**config.mk**
```make
export PLATFORM = sky130hd
export DESIGN_NAME = alu_arbiter
export DESIGN_NICKNAME = d
export VERILOG_FILES = /design/src/rtl/alu_arbiter.sv
export SDC_FILE = /design/constraint.sdc
export NUM_CORES = 1
export LEC_CHECK = 0
export CELL_PAD_IN_SITES_DETAIL_PLACEMENT = 0
export CELL_PAD_IN_SITES_GLOBAL_PLACEMENT = 1
export CORE_ASPECT_RATIO = 1.75
export CORE_MARGIN = 5
export CORE_UTILIZATION = 26
export DETAILED_ROUTE_END_ITERATION = 6
export GPL_ROUTABILITY_DRIVEN = 1
export GPL_TIMING_DRIVEN = 0
export PLACE_DENSITY_LB_ADDON = 0.1
export SYNTH_ARGS = -nofsm -noshare
export SYNTH_HDL_FRONTEND = slang
export SYNTH_SLANG_ARGS = --single-unit
```
**constraint.sdc**
```tcl
create_clock -name clk_i -period 1.2 [get_ports clk_i]
set_input_delay 0.24 -clock clk_i [delete_from_list [all_inputs] [get_ports clk_i]]
set_output_delay 0.24 -clock clk_i [all_outputs]
set_load 0.03 [all_outputs]
```
**src/rtl/alu_arbiter.sv**
```systemverilog
// Two-port arbiter in front of a shared ALU: grant -> S1 operand registers -> S2 per-port
// response registers. Round-robin or fixed-priority, one accept per cycle, two-cycle latency.

module alu_arbiter_rsp #(
  parameter int WIDTH = 32
) (
  input  logic             clk_i,
  input  logic             rst_n_i,
  input  logic             cap_i,
  input  logic [WIDTH-1:0] result_i,
  input  logic             zero_i,
  input  logic             err_i,
  output logic [WIDTH-1:0] result_o,
  output logic             zero_o,
  output logic             err_o
);
  logic [WIDTH-1:0] result_q;
  logic             zero_q, err_q;

  // Response fields hold their last value until this port owns the next S2 slot.
  always_ff @(posedge clk_i or negedge rst_n_i) begin
    if (!rst_n_i) begin
      result_q <= '0;
      zero_q   <= 1'b0;
      err_q    <= 1'b0;
    end else if (cap_i) begin
      result_q <= result_i;
      zero_q   <= zero_i;
      err_q    <= err_i;
    end
  end

  assign result_o = result_q;
  assign zero_o   = zero_q;
  assign err_o    = err_q;
endmodule

module alu_arbiter #(
  parameter int WIDTH = 32,
  parameter int OPW   = 4,
  parameter int RR    = 1,
  parameter int MAXOP = 9
) (
  input  logic             clk_i,
  input  logic             rst_n_i,
  input  logic             m0_valid_i,
  output logic             m0_ready_o,
  input  logic [WIDTH-1:0] m0_a_i,
  input  logic [WIDTH-1:0] m0_b_i,
  input  logic [OPW-1:0]   m0_op_i,
  output logic             m0_rsp_valid_o,
  output logic [WIDTH-1:0] m0_rsp_result_o,
  output logic             m0_rsp_zero_o,
  output logic             m0_rsp_err_o,
  input  logic             m1_valid_i,
  output logic             m1_ready_o,
  input  logic [WIDTH-1:0] m1_a_i,
  input  logic [WIDTH-1:0] m1_b_i,
  input  logic [OPW-1:0]   m1_op_i,
  output logic             m1_rsp_valid_o,
  output logic [WIDTH-1:0] m1_rsp_result_o,
  output logic             m1_rsp_zero_o,
  output logic             m1_rsp_err_o,
  output logic [WIDTH-1:0] alu_a_o,
  output logic [WIDTH-1:0] alu_b_o,
  output logic [OPW-1:0]   alu_control_o,
  input  logic [WIDTH-1:0] alu_result_i,
  input  logic             alu_zero_i
);
  localparam int NP     = 2;
  localparam int STAGES = 2;

  typedef struct packed {
    logic [WIDTH-1:0] a;
    logic [WIDTH-1:0] b;
    logic [OPW-1:0]   op;
  } req_t;

  typedef struct packed {
    logic [WIDTH-1:0] result;
    logic             zero;
    logic             err;
  } rsp_t;

  req_t [NP-1:0]    req;
  rsp_t [NP-1:0]    rsp;
  rsp_t             s2_d;
  logic [NP-1:0]    valid, grant, cap, rsp_valid;
  logic             accept, sel;
  logic             last_grant_q;
  req_t             s1_q;
  logic             s1_own_q, s1_err_q, s2_own_q;
  logic [STAGES:1]  vld_pipe_q;

  assign req[0]   = '{a: m0_a_i, b: m0_b_i, op: m0_op_i};
  assign req[1]   = '{a: m1_a_i, b: m1_b_i, op: m1_op_i};
  assign valid    = {m1_valid_i, m0_valid_i};

  // On a tie the port that did not win last goes; last_grant resets to 1 so port 0 wins first.
  always_comb begin
    grant = valid;
    if (valid == 2'b11) begin
      if (RR != 0 && !last_grant_q) grant = 2'b10;
      else                          grant = 2'b01;
    end
    if (!rst_n_i) grant = '0;
  end

  assign accept     = |grant;
  assign sel        = grant[1];
  assign m0_ready_o = grant[0];
  assign m1_ready_o = grant[1];

  always_ff @(posedge clk_i or negedge rst_n_i) begin
    if (!rst_n_i) begin
      last_grant_q <= 1'b1;
      s1_q         <= '0;
      s1_own_q     <= 1'b0;
      s1_err_q     <= 1'b0;
      s2_own_q     <= 1'b0;
      vld_pipe_q   <= '0;
    end else begin
      vld_pipe_q <= {vld_pipe_q[STAGES-1:1], accept};
      if (accept) begin
        s1_q     <= req[sel];
        s1_own_q <= sel;
        s1_err_q <= req[sel].op > OPW'(MAXOP);
        if (RR != 0) last_grant_q <= sel;
      end
      if (vld_pipe_q[1]) s2_own_q <= s1_own_q;
    end
  end

  assign alu_a_o       = s1_q.a;
  assign alu_b_o       = s1_q.b;
  assign alu_control_o = s1_q.op;

  // Illegal ops still travel through the ALU, but the reply is pinned to result 0 / zero 1.
  assign s2_d.result = s1_err_q ? '0 : alu_result_i;
  assign s2_d.zero   = s1_err_q | alu_zero_i;
  assign s2_d.err    = s1_err_q;

  for (genvar i = 0; i < NP; i++) begin : g_port
    assign cap[i]       = vld_pipe_q[1] && (s1_own_q == 1'(i));
    assign rsp_valid[i] = vld_pipe_q[STAGES] && (s2_own_q == 1'(i));

    alu_arbiter_rsp #(.WIDTH(WIDTH)) u_rsp (
      .clk_i    (clk_i),
      .rst_n_i  (rst_n_i),
      .cap_i    (cap[i]),
      .result_i (s2_d.result),
      .zero_i   (s2_d.zero),
      .err_i    (s2_d.err),
      .result_o (rsp[i].result),
      .zero_o   (rsp[i].zero),
      .err_o    (rsp[i].err)
    );
  end

  assign m0_rsp_valid_o  = rsp_valid[0];
  assign m0_rsp_result_o = rsp[0].result;
  assign m0_rsp_zero_o   = rsp[0].zero;
  assign m0_rsp_err_o    = rsp[0].err;
  assign m1_rsp_valid_o  = rsp_valid[1];
  assign m1_rsp_result_o = rsp[1].result;
  assign m1_rsp_zero_o   = rsp[1].zero;
  assign m1_rsp_err_o    = rsp[1].err;
endmodule

```
* Yosys cells after proc, flatten, opt, wreduce, memory -nomap -nowiden
Cells that the tools add are included.
** Word-level totals
- Flip-flop bits (word level) :: 142
- Latch bits :: 0
- Memory bits (writable) :: 0
- ROM bits :: 0
- Output and inout port bits :: 140
- Word-level logic and storage cells :: 31
- Memories :: 0
** Operators by class
- $add $sub $neg :: 0
- $mul :: 0
- Divide/modulo/power cells :: 0
- $lt $le $gt $ge :: 2
- Equality and inequality tests :: 1
- Shifts and indexed selects :: 0
- Multiplexer cells :: 6
- Bitwise operators :: 3
- Reduce and logical (&&, ||, !) cells :: 5
** Operator list (count)
- two-way mux 68 bit :: 2
- two-way mux 32 bit :: 1
- two-way mux 2 bit :: 3
- > comparator 4 bit (second input constant) :: 1
- logical AND 1 bit :: 4
- == test 2 bit (second input constant) :: 1
- < comparator 1 x 2 -> 1 bit (second input constant) :: 1
- inverter 1 bit :: 2
- OR reduction 2 bit :: 1
- bitwise OR 1 bit :: 1

* Depth between registers and ports, before layout
Gate-level depths: netlist of run 1.
- Depth in word-level cells :: 6
- Mapped depth :: 6
- Depth with buffers taken out :: 4

* Cells and area by module
Synthesis of run 1 repeated with hierarchy kept, for this count alone.
** Unflattened totals
- Cells, all modules :: 587
- Area, all modules :: 6592.6 um2
** Modules (own cells, without submodules)
- alu_arbiter :: instances 1, cells each 443, area each 3757.4 um2, seq. area each 1853.0 um2
- alu_arbiter_rsp :: instances 2, cells each 72, area each 1417.6 um2, seq. area each 850.8 um2

* Worst setup path after synthesis of run 1
No wires, ideal clock.
- Path kind :: register to output
- Start point :: register last_grant_q
- End point :: output port m1_ready_o
- Data arrival time :: 1.237 ns
- Data required time :: 0.960 ns
- Slack :: -0.277 ns
- Cell stages (with the launch flop) :: 4
- Path buffers :: 1
- Cells stage by stage :: dfstp_2 > a21bo_2 > buf_4 > nor2_1
** Between the ends
- Word-level cells in the longest chain between the ends :: 3
** Ends and longest elaborated chain
- start, declared :: RTL line 90 : logic last_grant_q;
- start signal, assigned :: RTL line 128 : if (RR != 0) last_grant_q <= sel;
- two-way mux 2 bit :: RTL line 103 : if (RR != 0 && !last_grant_q) grant = 2'b10;
- two-way mux 2 bit :: RTL line 102 : if (valid == 2'b11) begin
- two-way mux 2 bit :: RTL line 106 : if (!rst_n_i) grant = '0;
- end, declared :: RTL line 56 : output logic m1_ready_o,
Every way passes these cells.

* Final worst setup path of run 1
- Start point :: register last_grant_q
- End point :: output port m0_ready_o
** Between the ends
- Word-level cells in the longest chain between the ends :: 3
** Ends and longest elaborated chain
- two-way mux 2 bit :: RTL line 103
- two-way mux 2 bit :: RTL line 102
- two-way mux 2 bit :: RTL line 106
- end, declared :: RTL line 47 : output logic m0_ready_o,
Every way passes these cells.

==> metrics.yaml, run 1 <==
status: "finished with violations"
violations: "hold timing, setup timing"
finalInstanceArea_mm2: 0.01199
place.port_buffers: 312
slew_headroom_pct: 51.71
arrival_ns: 1.43
utilization_pct: 51.41
synth_nets: 833
hp-class: "in -> async"
floorplan.initialDensity_pct: 26.29
num_rows: 74
end_kind: "output pin"
die_y_um: 213.2
drive_gt1_share_pct: 34.03
finalNetCount: 1254
yosys_warnings: 0
route.detailed.drc: 0
antenna_cells: 0
grt_max_degree: 76
synth.distinct_cells: 28
clkLatencyLatePin_ns: 0.43
final-setup-viol-count: 145
fmaxAchievable_ghz: 0.5973
rsz0062_at_grt: "yes"
vias_per_cell: 4.663
cp-startpoint: "last_grant_q"
worstMarginPinSlew_ns: 0.7243
cts_tree: "yes"
fillers: 2254
place_area_mm2: 0.009707
multi_input_area_mm2: 0.002579
grt_overflow: 0
ys.flop_type: "dfrtp_1"
first_pass_iters: 4
synth-edff-count: 0
cts.clk_slew.worst_paths_ns: 0.06
ant_nets: 0
area_growth_pct: 95.51
async_reset_ff_share_pct: 100.0
ios: 313
start_kind: "flop"
yosys-top-cells-area: "dfrtp_1 58%, o21ai_0 8.1%, a31oi_1 6.8%"
postSynthCellCount: 660
drv_slew: 0
core-area_mm2: 0.02333
preCtsSetupSlack_ns: -1.510
gp_congestion: 0.7521
critPathKind: "reg -> out"
drt_iter0_markers: 224
register_area_mm2: 0.003558
groute.usage.overall_pct: 19.71
cts.sinks: 142
cts_buffers: 17
p_per_area_mw_per_mm2: 1641
num_vias: 6514
finalWorstSetupSlack_ns: -0.4741
hold_violations: 119
cp_max_fo: 4
synth_top_area_share_pct: 57.52
grt_antenna_before_repair: 1
synth_commonest_cells: "141 x dfrtp_1, 99 x o21ai_0, 69 x nand2_1, 69 x nor2_1"
ir_worst_vdd_v: 0.0008322
clock_skew_ns: 0.009710
synth.ff_latch_count: 142
maxCapViolations: 0
grt_pass1_vias: 6857
dp.cells: 1277
period_needed_ns: 1.674
place_hpwl_mm: 19.81
wl_per_cell_um: 19.99
dieArea_mm2: 0.02689
yosysTopAreaCell: "dfrtp_1"
avgSynthCellArea_um2: 9.295
synth_seq_area_share_pct: 57.94
fin_cells: 1397
die_x_um: 126.1
rr_startpoint: "last_grant_q"
yosysMostFrequentCell: "dfrtp_1"
p_leak_nw: 5.198
htreeDepth: 4
clock_path_buffers: 2
grt_pass1_wl_mm: 40.39
finalCritPeriodShare_pct: 139.5
hold_ws_ns: -0.3462
required_ns: 0.96
routed_wl_mm: 27.93
synth_area_mm2: 0.006135
root_buffer: "clkbuf_16"
cells in the final DEF, fill, tap and decap left out, types with 6 or more instances in the layout:
cell	count
nand2_1	61
a31oi_1	67
nand2b_1	32
buf_6	149
dlygate4sd3_1	6
buf_16	6
buf_8	17
nor2_1	68
clkbuf_2	12
dfrtp_1	138
clkdlybuf4s50_1	169
clkbuf_16	24
nand3_1	29
buf_2	7
nand3_2	38
nand2_2	7
o21ai_0	77
o21ai_1	54
clkbuf_1	12
buf_4	64
stage by stage:
step | setup TNS [ns] | power, mW
6_report | -22.67 | 19.68
4_1_cts | -26.11 | 19.43
5_1_grt | -33.10 | 20.61
3_5_place_dp | -102.59 | 12.67
3_3_place_gp | -1456.25 | 12.63
2_1_floorplan | -0.3478 | 9.413
area by class of cell:
type	count	share of cell area, %
multi-input cells	455	21.50
well taps	304	3.171
inverters	3	0.09389
clock inverters	14	1.596
flip-flops and latches	142	29.67
plain buffers	60	4.371
repair buffers	402	36.05
clock buffers	17	3.547
sequential cells by signal, indices dropped and copies added, names as in the netlist, 2 cells and up:
signal,flops
g_port.u_rsp.result_o,64
alu_a_o,32
alu_b_o,32
alu_control_o,4
g_port.u_rsp.err_o,2
g_port.u_rsp.zero_o,2
vld_pipe_q,2
cell families (layout without fill, tap and decap cells):
group | Yosys count | count (layout) | share of synthesized area [%]
buffers and inverters | 63 | 496 | 4.671
and+or+nand+nor | 243 | 243 | 17.79
muxes | 2 | 2 | 0.3671
DFF | 142 | 142 | 57.94
AOI/OAI and AO/OA | 210 | 210 | 19.23
where the power goes:
group	switching [mW]	internal [mW]
registers	0.704	5.73
clock network	2.17	3.47
logic	3.90	3.71
total	6.78	12.9
worst max-delay path, stage by stage (launching register included):
cell      delay, ns
dfstp_2        0.56
nand2b_4       0.13
and3_4         0.18
buf_6          0.13
path summary, 6_finish.rpt:
check | end | slack (ns) | depth (start not counted)
max | m0_ready_o | -0.47 | 3
min reg2reg | vld_pipe_q[2] | 0.47 | 0
min in group clk_i | alu_b_o[2] | 0.38 | 3
min | alu_a_o[4] | -0.35 | 1
max in group asynchronous | g_port[1].u_rsp.result_o[1] | 0.16 | 3
max reg2reg | alu_control_o[2] | -0.39 | 8
what timing repair did:
item | 4_1_cts | 5_1_grt
pin swaps | 56 | 31
gates resized for setup | 1097 | 73
setup buffers | 39 | 36
hold endpoints to repair | 98 | 72
setup endpoints to repair | 281 | 254
gates cloned | 7 | 6
metal layers:
| metal | vias up | global-route usage, % | part of all wire [%] |
|---|---|---|---|
| li1 | 3154 | - | - |
| met1 | 3109 | 20.22 | 34 |
| met2 | 217 | 37.76 | 57 |
| met3 | 32 | 6.583 | 6.8 |
| met4 | 2 | 5.553 | 1.7 |
| met5 | - | 0 | 0.025 |
Power figures use the tool's default switching activity.
==> inputs of run 2 (changes only) <==
==> constraint.sdc (replaced) <==
create_clock -name clk_i -period 1.5 [get_ports clk_i]
set_input_delay 0.3 -clock clk_i [delete_from_list [all_inputs] [get_ports clk_i]]
set_output_delay 0.3 -clock clk_i [all_outputs]
set_load 0.03 [all_outputs]
==> run 2 against run 1 <==
The run ends with setup timing left. Worst hold slack improved by 0.75 ns. Sequential share of layout area increased by 4.2 points. Sequential power decreased by 22%. Setup slack improved by 0.24 ns. Total power decreased by 28%. Clock power decreased by 19%. Critical path depth unchanged. Via count decreased by 4.4%. Critical path type unchanged. Largest power group is now registers.
==> metrics.yaml, run 2 (same netlist as run 1, synthesis figures left out) <==
period_needed_ns: 1.731
dieArea_mm2: 0.02689  # unchanged
grt_pass1_vias: 6840  # was 6857
fillers: 2402  # was 2254
die_x_um: 126.1  # unchanged
required_ns: 1.20  # was 0.96 ns
final_common_cell: "clkdlybuf4s50_1"  # unchanged
mostFrequentLayoutCells: "169 x clkdlybuf4s50_1, 141 x dfrtp_1, 99 x o21ai_0, 69 x nand2_1, 68 x nor2_1"  # was 169 x clkdlybuf4s50_1, 149 x buf_6, 138 x dfrtp_1, 77 x o21ai_0, 68 x nor2_1
grt_overflow: 0  # unchanged
finalNetCount: 1180  # was 1254
groute.usage.overall_pct: 19.41  # was 19.71%
vias_per_cell: 4.694  # was 4.663
hp-start: "rst_n_i"
violations: "setup timing"  # was hold timing, setup timing
cts_tree: "yes"  # unchanged
htreeDepth: 4  # unchanged
p_leak_nw: 4.419  # was 5.198 nW
wl_per_cell_um: 19.71  # was 19.99 um
tns_ns: -0.4592  # was -22.67 ns
critPathKind: "reg -> out"  # unchanged
hp-class: "in -> reg"  # was in -> async
place_area_mm2: 0.009669  # was 0.009707 mm2
cts_buffers: 17  # unchanged
cts.clk_slew.worst_paths_ns: 0.06  # about the same
arrival_ns: 1.43  # about the same
preCtsSetupSlack_ns: -1.524  # was -1.510 ns
ios: 313  # unchanged
r2r_cells: 5  # was 8
hold_violations: 0  # was 119
maxCapViolations: 0  # unchanged
utilization_pct: 44.96  # was 51.41%
core-area_mm2: 0.02333  # unchanged
clockPowerShare_pct: 32.0  # was 28.7%
fmaxAchievable_ghz: 0.5776
start_kind: "flop"  # unchanged
status: "finished with violations"  # unchanged
end_kind: "output pin"  # unchanged
ant_nets: 0  # unchanged
finalInstanceArea_mm2: 0.01049  # was 0.01199 mm2
num_rows: 74  # unchanged
largest_register_ffs: 64  # unchanged
cts.sinks: 142  # unchanged
final-setup-viol-count: 2  # was 145
route.detailed.drc: 0  # unchanged
num_vias: 6229  # was 6514
drt_iter0_markers: 238  # was 224
drive_gt1_share_pct: 19.82  # was 34.03%
fin_total_pwr_mw: 14.25  # was 19.68 mW
hold_depth: 5
p_per_area_mw_per_mm2: 1358  # was 1641 mW/mm2
rr_endpoint: "s1_err_q"  # was alu_control_o[2]
hold_ws_ns: 0.3999  # was -0.3462 ns
rsz0062_at_grt: "yes"  # unchanged
switching_share_pct: 35.30  # was 34.43%
routed_wl_mm: 26.15  # was 27.93 mm
fin_cells: 1327  # was 1397
area_growth_pct: 71.02  # was 95.51%
p_sw_mw: 5.028  # was 6.776 mW
first_pass_iters: 4  # unchanged
gp_congestion: 0.7607  # was 0.7521
place.port_buffers: 312  # unchanged
floorplan.initialDensity_pct: 26.29  # unchanged
slew_headroom_pct: 64.60  # was 51.71%
ir_worst_vdd_v: 0.0006107  # was 0.0008322 V
finalWorstSetupSlack_ns: -0.2313  # was -0.4741 ns
grt_antenna_before_repair: 4  # was 1
clock_skew_ns: 0.003730  # was 0.009710 ns
clkLatencyLatePin_ns: 0.43  # about the same
place_hpwl_mm: 19.74  # was 19.81 mm
grt_pass1_wl_mm: 39.90  # was 40.39 mm
r2r_slack_ns: 0.08  # was -0.39 ns
clock_path_buffers: 2  # unchanged
die_y_um: 213.2  # unchanged
grt_max_degree: 80  # was 76
worstMarginPinSlew_ns: 0.5310  # was 0.7243 ns
cp_max_fo: 4  # unchanged
finalCritPeriodShare_pct: 115.4
holdPathEnd: "alu_control_o[3]"
pwr-share-comb_pct: 33.0  # was 38.7%
root_buffer: "clkbuf_16"  # unchanged
dp.cells: 1277  # unchanged
drv_slew: 0  # unchanged
seqPwrFrac_pct: 35.0  # was 32.7%
intPower_mw: 9.218  # was 12.91 mW
rr_startpoint: "last_grant_q"  # unchanged
[run 2: cell count changes in the layout (fill, tap and decap cells not counted), moves of 18 or more]
cell and delta:
buf_4 -56, clkdlybuf4s15_2 +53, buf_6 -134, clkbuf_2 +42
nand3_1 +38, o21ai_0 +22, nand3_2 -38, o21ai_1 -18
clkdlybuf4s15_1 +33
[run 2: worst max-delay path, cell delays in order (launching register included)]
cell      delay, ns
dfstp_2        0.56
nand2b_4       0.13
and3_4         0.18
buf_6          0.13
[run 2: how the worst max path moves through the flow]
stage | slack (ns) | startpoint | endpoint | depth (start not counted)
final | -0.23 | last_grant_q | m0_ready_o | 3
after global routing | -0.29 | last_grant_q | m1_ready_o | 4
after CTS | -0.25 | last_grant_q | m0_ready_o | 3
after detailed placement | -1.52 | rst_n_i | m0_ready_o | 6
after global placement | -7.16 | rst_n_i | m0_ready_o | 6
after floorplan | 0.04 | rst_n_i | m0_ready_o | 4
[run 2: per-layer routing]
metal / vias up / track usage [%] / part of all wire (%)
met1: 2963 / 19.71 / 35
met3: 39 / 5.807 / 6.6
met5: - / 0 / 0
li1: 3011 / - / -
met2: 216 / 36.73 / 56
met4: 0 / 7.849 / 2.7
[run 2: power by group through the flow]
stage,combinational [mW],sequential [mW],clock [mW]
after floorplan,1.04,6.48,0
after CTS,4.82,5.00,4.69
after detailed placement,5.06,5.07,0
after global routing,5.05,5.09,4.84
after global placement,5.04,5.05,0
final,4.70,4.99,4.56
[run 2: repair_timing]
item / in CTS / in global routing
endpoints found under the hold margin: 63 / 0
endpoints found under the setup margin: 231 / 158
pin swaps: 3 / 9
cloned: 1 / 1
buffers inserted: 6 / 5
hold buffers: 3 / 0
resized for setup: 363 / 117
[run 2: final cells by class]
cell class	instances	area, um2	share of cell area, %
sequential	142	3555	33.88
tap	304	380.4	3.626
antenna	4	10.01	0.09541
buffer	60	395.4	3.769
inverter	3	11.26	0.1073
clock inverter	11	165.2	1.574
clock buffer	20	456.7	4.353
multi-input combinational	455	2341	22.31
timing repair buffer	328	3177	30.28
==> inputs of run 3 (changes only) <==
--- a/config.mk
+++ b/config.mk
@@ -5,11 +5,12 @@
 export SDC_FILE = /design/constraint.sdc
 export NUM_CORES = 1
 export LEC_CHECK = 0
-export CELL_PAD_IN_SITES_DETAIL_PLACEMENT = 0
+export CELL_PAD_IN_SITES_DETAIL_PLACEMENT = 1
 export CELL_PAD_IN_SITES_GLOBAL_PLACEMENT = 1
 export CORE_ASPECT_RATIO = 1.75
 export CORE_MARGIN = 5
 export CORE_UTILIZATION = 26
+export CTS_CLUSTER_DIAMETER = 150
 export DETAILED_ROUTE_END_ITERATION = 6
 export GPL_ROUTABILITY_DRIVEN = 1
 export GPL_TIMING_DRIVEN = 0
==> run 3 against run 2 <==
The flow still finishes with violations (setup timing). Combinational power down 1%. Wire length is 3.7% higher. Cell count decreased by 0.30%. Die area did not move. Critical path depth unchanged. Non-clock buffer count fell by 5. Count of clock-buffer cells in the layout unchanged. Global-route usage rose by 0.48 points. Maximum frequency down 2.0%. Critical path type unchanged. Critical endpoint unchanged. Largest power group unchanged.
==> metrics.yaml, run 3 (same netlist as run 1, synthesis figures left out) <==
root_buffer: "clkbuf_16"  # unchanged
wl_per_cell_um: 20.49  # was 19.71 um
fillers: 2703  # was 2402
die_x_um: 126.1  # unchanged
drive_gt1_share_pct: 19.63  # was 19.82%
final-setup-viol-count: 2  # unchanged
finalInstanceArea_mm2: 0.01034  # was 0.01049 mm2
ir_worst_vdd_v: 0.0005573  # was 0.0006107 V
maxCapViolations: 0  # unchanged
gp_congestion: 0.7607  # unchanged
hold_violations: 0  # unchanged
groute.usage.overall_pct: 19.89  # was 19.41%
vias_per_cell: 4.748  # was 4.694
hold_ws_ns: 0.4115  # was 0.3999 ns
dieArea_mm2: 0.02689  # unchanged
core-area_mm2: 0.02333  # unchanged
area_growth_pct: 68.61  # was 71.02%
end_kind: "output pin"  # unchanged
finalNetCount: 1175  # was 1180
register_area_mm2: 0.003555  # unchanged
cts_tree: "yes"  # unchanged
start_kind: "flop"  # unchanged
floorplan.initialDensity_pct: 26.29  # unchanged
multi_input_area_mm2: 0.002331  # was 0.002341 mm2
hp-class: "in -> reg"  # unchanged
largest_register_ffs: 64  # unchanged
drv_slew: 0  # unchanged
cts.sinks: 142  # unchanged
rsz0062_at_grt: "yes"  # unchanged
p_per_area_mw_per_mm2: 1381  # was 1358 mW/mm2
clkLatencyLatePin_ns: 0.43  # about the same
place_area_mm2: 0.009669  # unchanged
grt_max_degree: 80  # unchanged
drt_iter0_markers: 162  # was 238
clock_skew_ns: 0.007923  # was 0.003730 ns
place.port_buffers: 312  # unchanged
routed_wl_mm: 27.11  # was 26.15 mm
intPower_mw: 9.267  # was 9.218 mW
num_vias: 6282  # was 6229
pwr-share-comb_pct: 32.5  # was 33.0%
cts.clk_slew.worst_paths_ns: 0.06  # about the same
p_leak_nw: 4.385  # was 4.419 nW
fmaxAchievable_ghz: 0.5660  # was 0.5776 GHz
route.detailed.drc: 0  # unchanged
clockPowerShare_pct: 32.6  # was 32.0%
grt_pass1_wl_mm: 41.07  # was 39.90 mm
required_ns: 1.20  # about the same
period_needed_ns: 1.767  # was 1.731 ns
p_sw_mw: 5.021  # was 5.028 mW
switching_share_pct: 35.14  # was 35.30%
ios: 313  # unchanged
seqPwrFrac_pct: 35.0  # about the same
cts_buffers: 17  # unchanged
place_hpwl_mm: 20.36  # was 19.74 mm
utilization_pct: 44.33  # was 44.96%
arrival_ns: 1.47  # was 1.43 ns
worstMarginPinSlew_ns: 0.5559  # was 0.5310 ns
mostFrequentLayoutCells: "169 x clkdlybuf4s50_1, 141 x dfrtp_1, 99 x o21ai_0, 69 x nand2_1, 68 x nor2_1"  # unchanged
num_rows: 74  # unchanged
first_pass_iters: 5  # was 4
status: "finished with violations"  # unchanged
htreeDepth: 4  # unchanged
final_common_cell: "clkdlybuf4s50_1"  # unchanged
finalWorstSetupSlack_ns: -0.2668  # was -0.2313 ns
critPathKind: "reg -> out"  # unchanged
die_y_um: 213.2  # unchanged
cp_max_fo: 4  # unchanged
grt_overflow: 0  # unchanged
violations: "setup timing"  # unchanged
grt_pass1_vias: 7023  # was 6840
slew_headroom_pct: 62.94  # was 64.60%
finalCritPeriodShare_pct: 117.8  # was 115.4%
clock_path_buffers: 2  # unchanged
grt_antenna_before_repair: 6  # was 4
ant_nets: 0  # unchanged
-- run 3: critical path: stages (launching register included) --
cell and delay (ns):
dfstp_2 0.59, nand2b_4 0.15, and3_4 0.18, buf_6 0.13
-- run 3: final cells by class --
class	count	area share [%]
Antenna cell	5	0.1210
Inverter	3	0.1089
Tap cell	304	3.677
Multi-Input combinational cell	455	22.54
Clock inverter	11	1.839
Buffer	60	3.520
Timing Repair Buffer	323	29.51
Sequential cell	142	34.37
Clock buffer	20	4.318
-- run 3: per-stage QoR --
stage	setup slack [ns]	total power [mW]	setup TNS, ns	cells
after floorplan	0.03575	7.517	0	660
after global placement	-7.164	10.09	-1372.69	1276
after detailed placement	-1.507	10.16	-70.01	1277
after CTS	-0.2844	14.64	-0.5446	1315
after global routing	-0.3156	15.02	-0.7219	1323
final	-0.2668	14.29	-0.5114	1323
-- run 3: final timing paths --
path | depth (start not counted) | end | start | slack (ns)
worst min register to register | 0 | vld_pipe_q[2] | vld_pipe_q[1] | 0.46
worst max register to register | 6 | alu_a_o[3] | last_grant_q | 0.06
worst max-delay path | 3 | m0_ready_o | last_grant_q | -0.27
worst min-delay path | 5 | alu_control_o[3] | rst_n_i | 0.41
min in group asynchronous | 2 | g_port[0].u_rsp.result_o[8] | rst_n_i | 0.53
max in group asynchronous | 3 | alu_b_o[11] | rst_n_i | 0.41
-- run 3: timing repair --
item                       4_1_cts  5_1_grt
hold buffers                     3        0
setup buffers                    3        2
cloned                           1        1
pin swaps                        2        6
setup endpoints to repair      231      132
hold endpoints to repair        63        0
gates resized for setup        357      105
-- run 3: layer usage --
metal  GRT usage, %  share of wire [%]
met1          18.96                 34
met2          38.59                 57
met3          6.934                7.0
met4          7.590                2.2
met5              0                  0
-- run 3: power groups by stage --
stage / clock network [mW] / registers (mW) / logic [mW]
6_report: 4.65 / 4.99 / 4.64
4_1_cts: 4.80 / 5.01 / 4.83
2_1_floorplan: 0 / 6.48 / 1.04
3_3_place_gp: 0 / 5.05 / 5.04
5_1_grt: 4.94 / 5.10 / 4.98
3_5_place_dp: 0 / 5.07 / 5.08
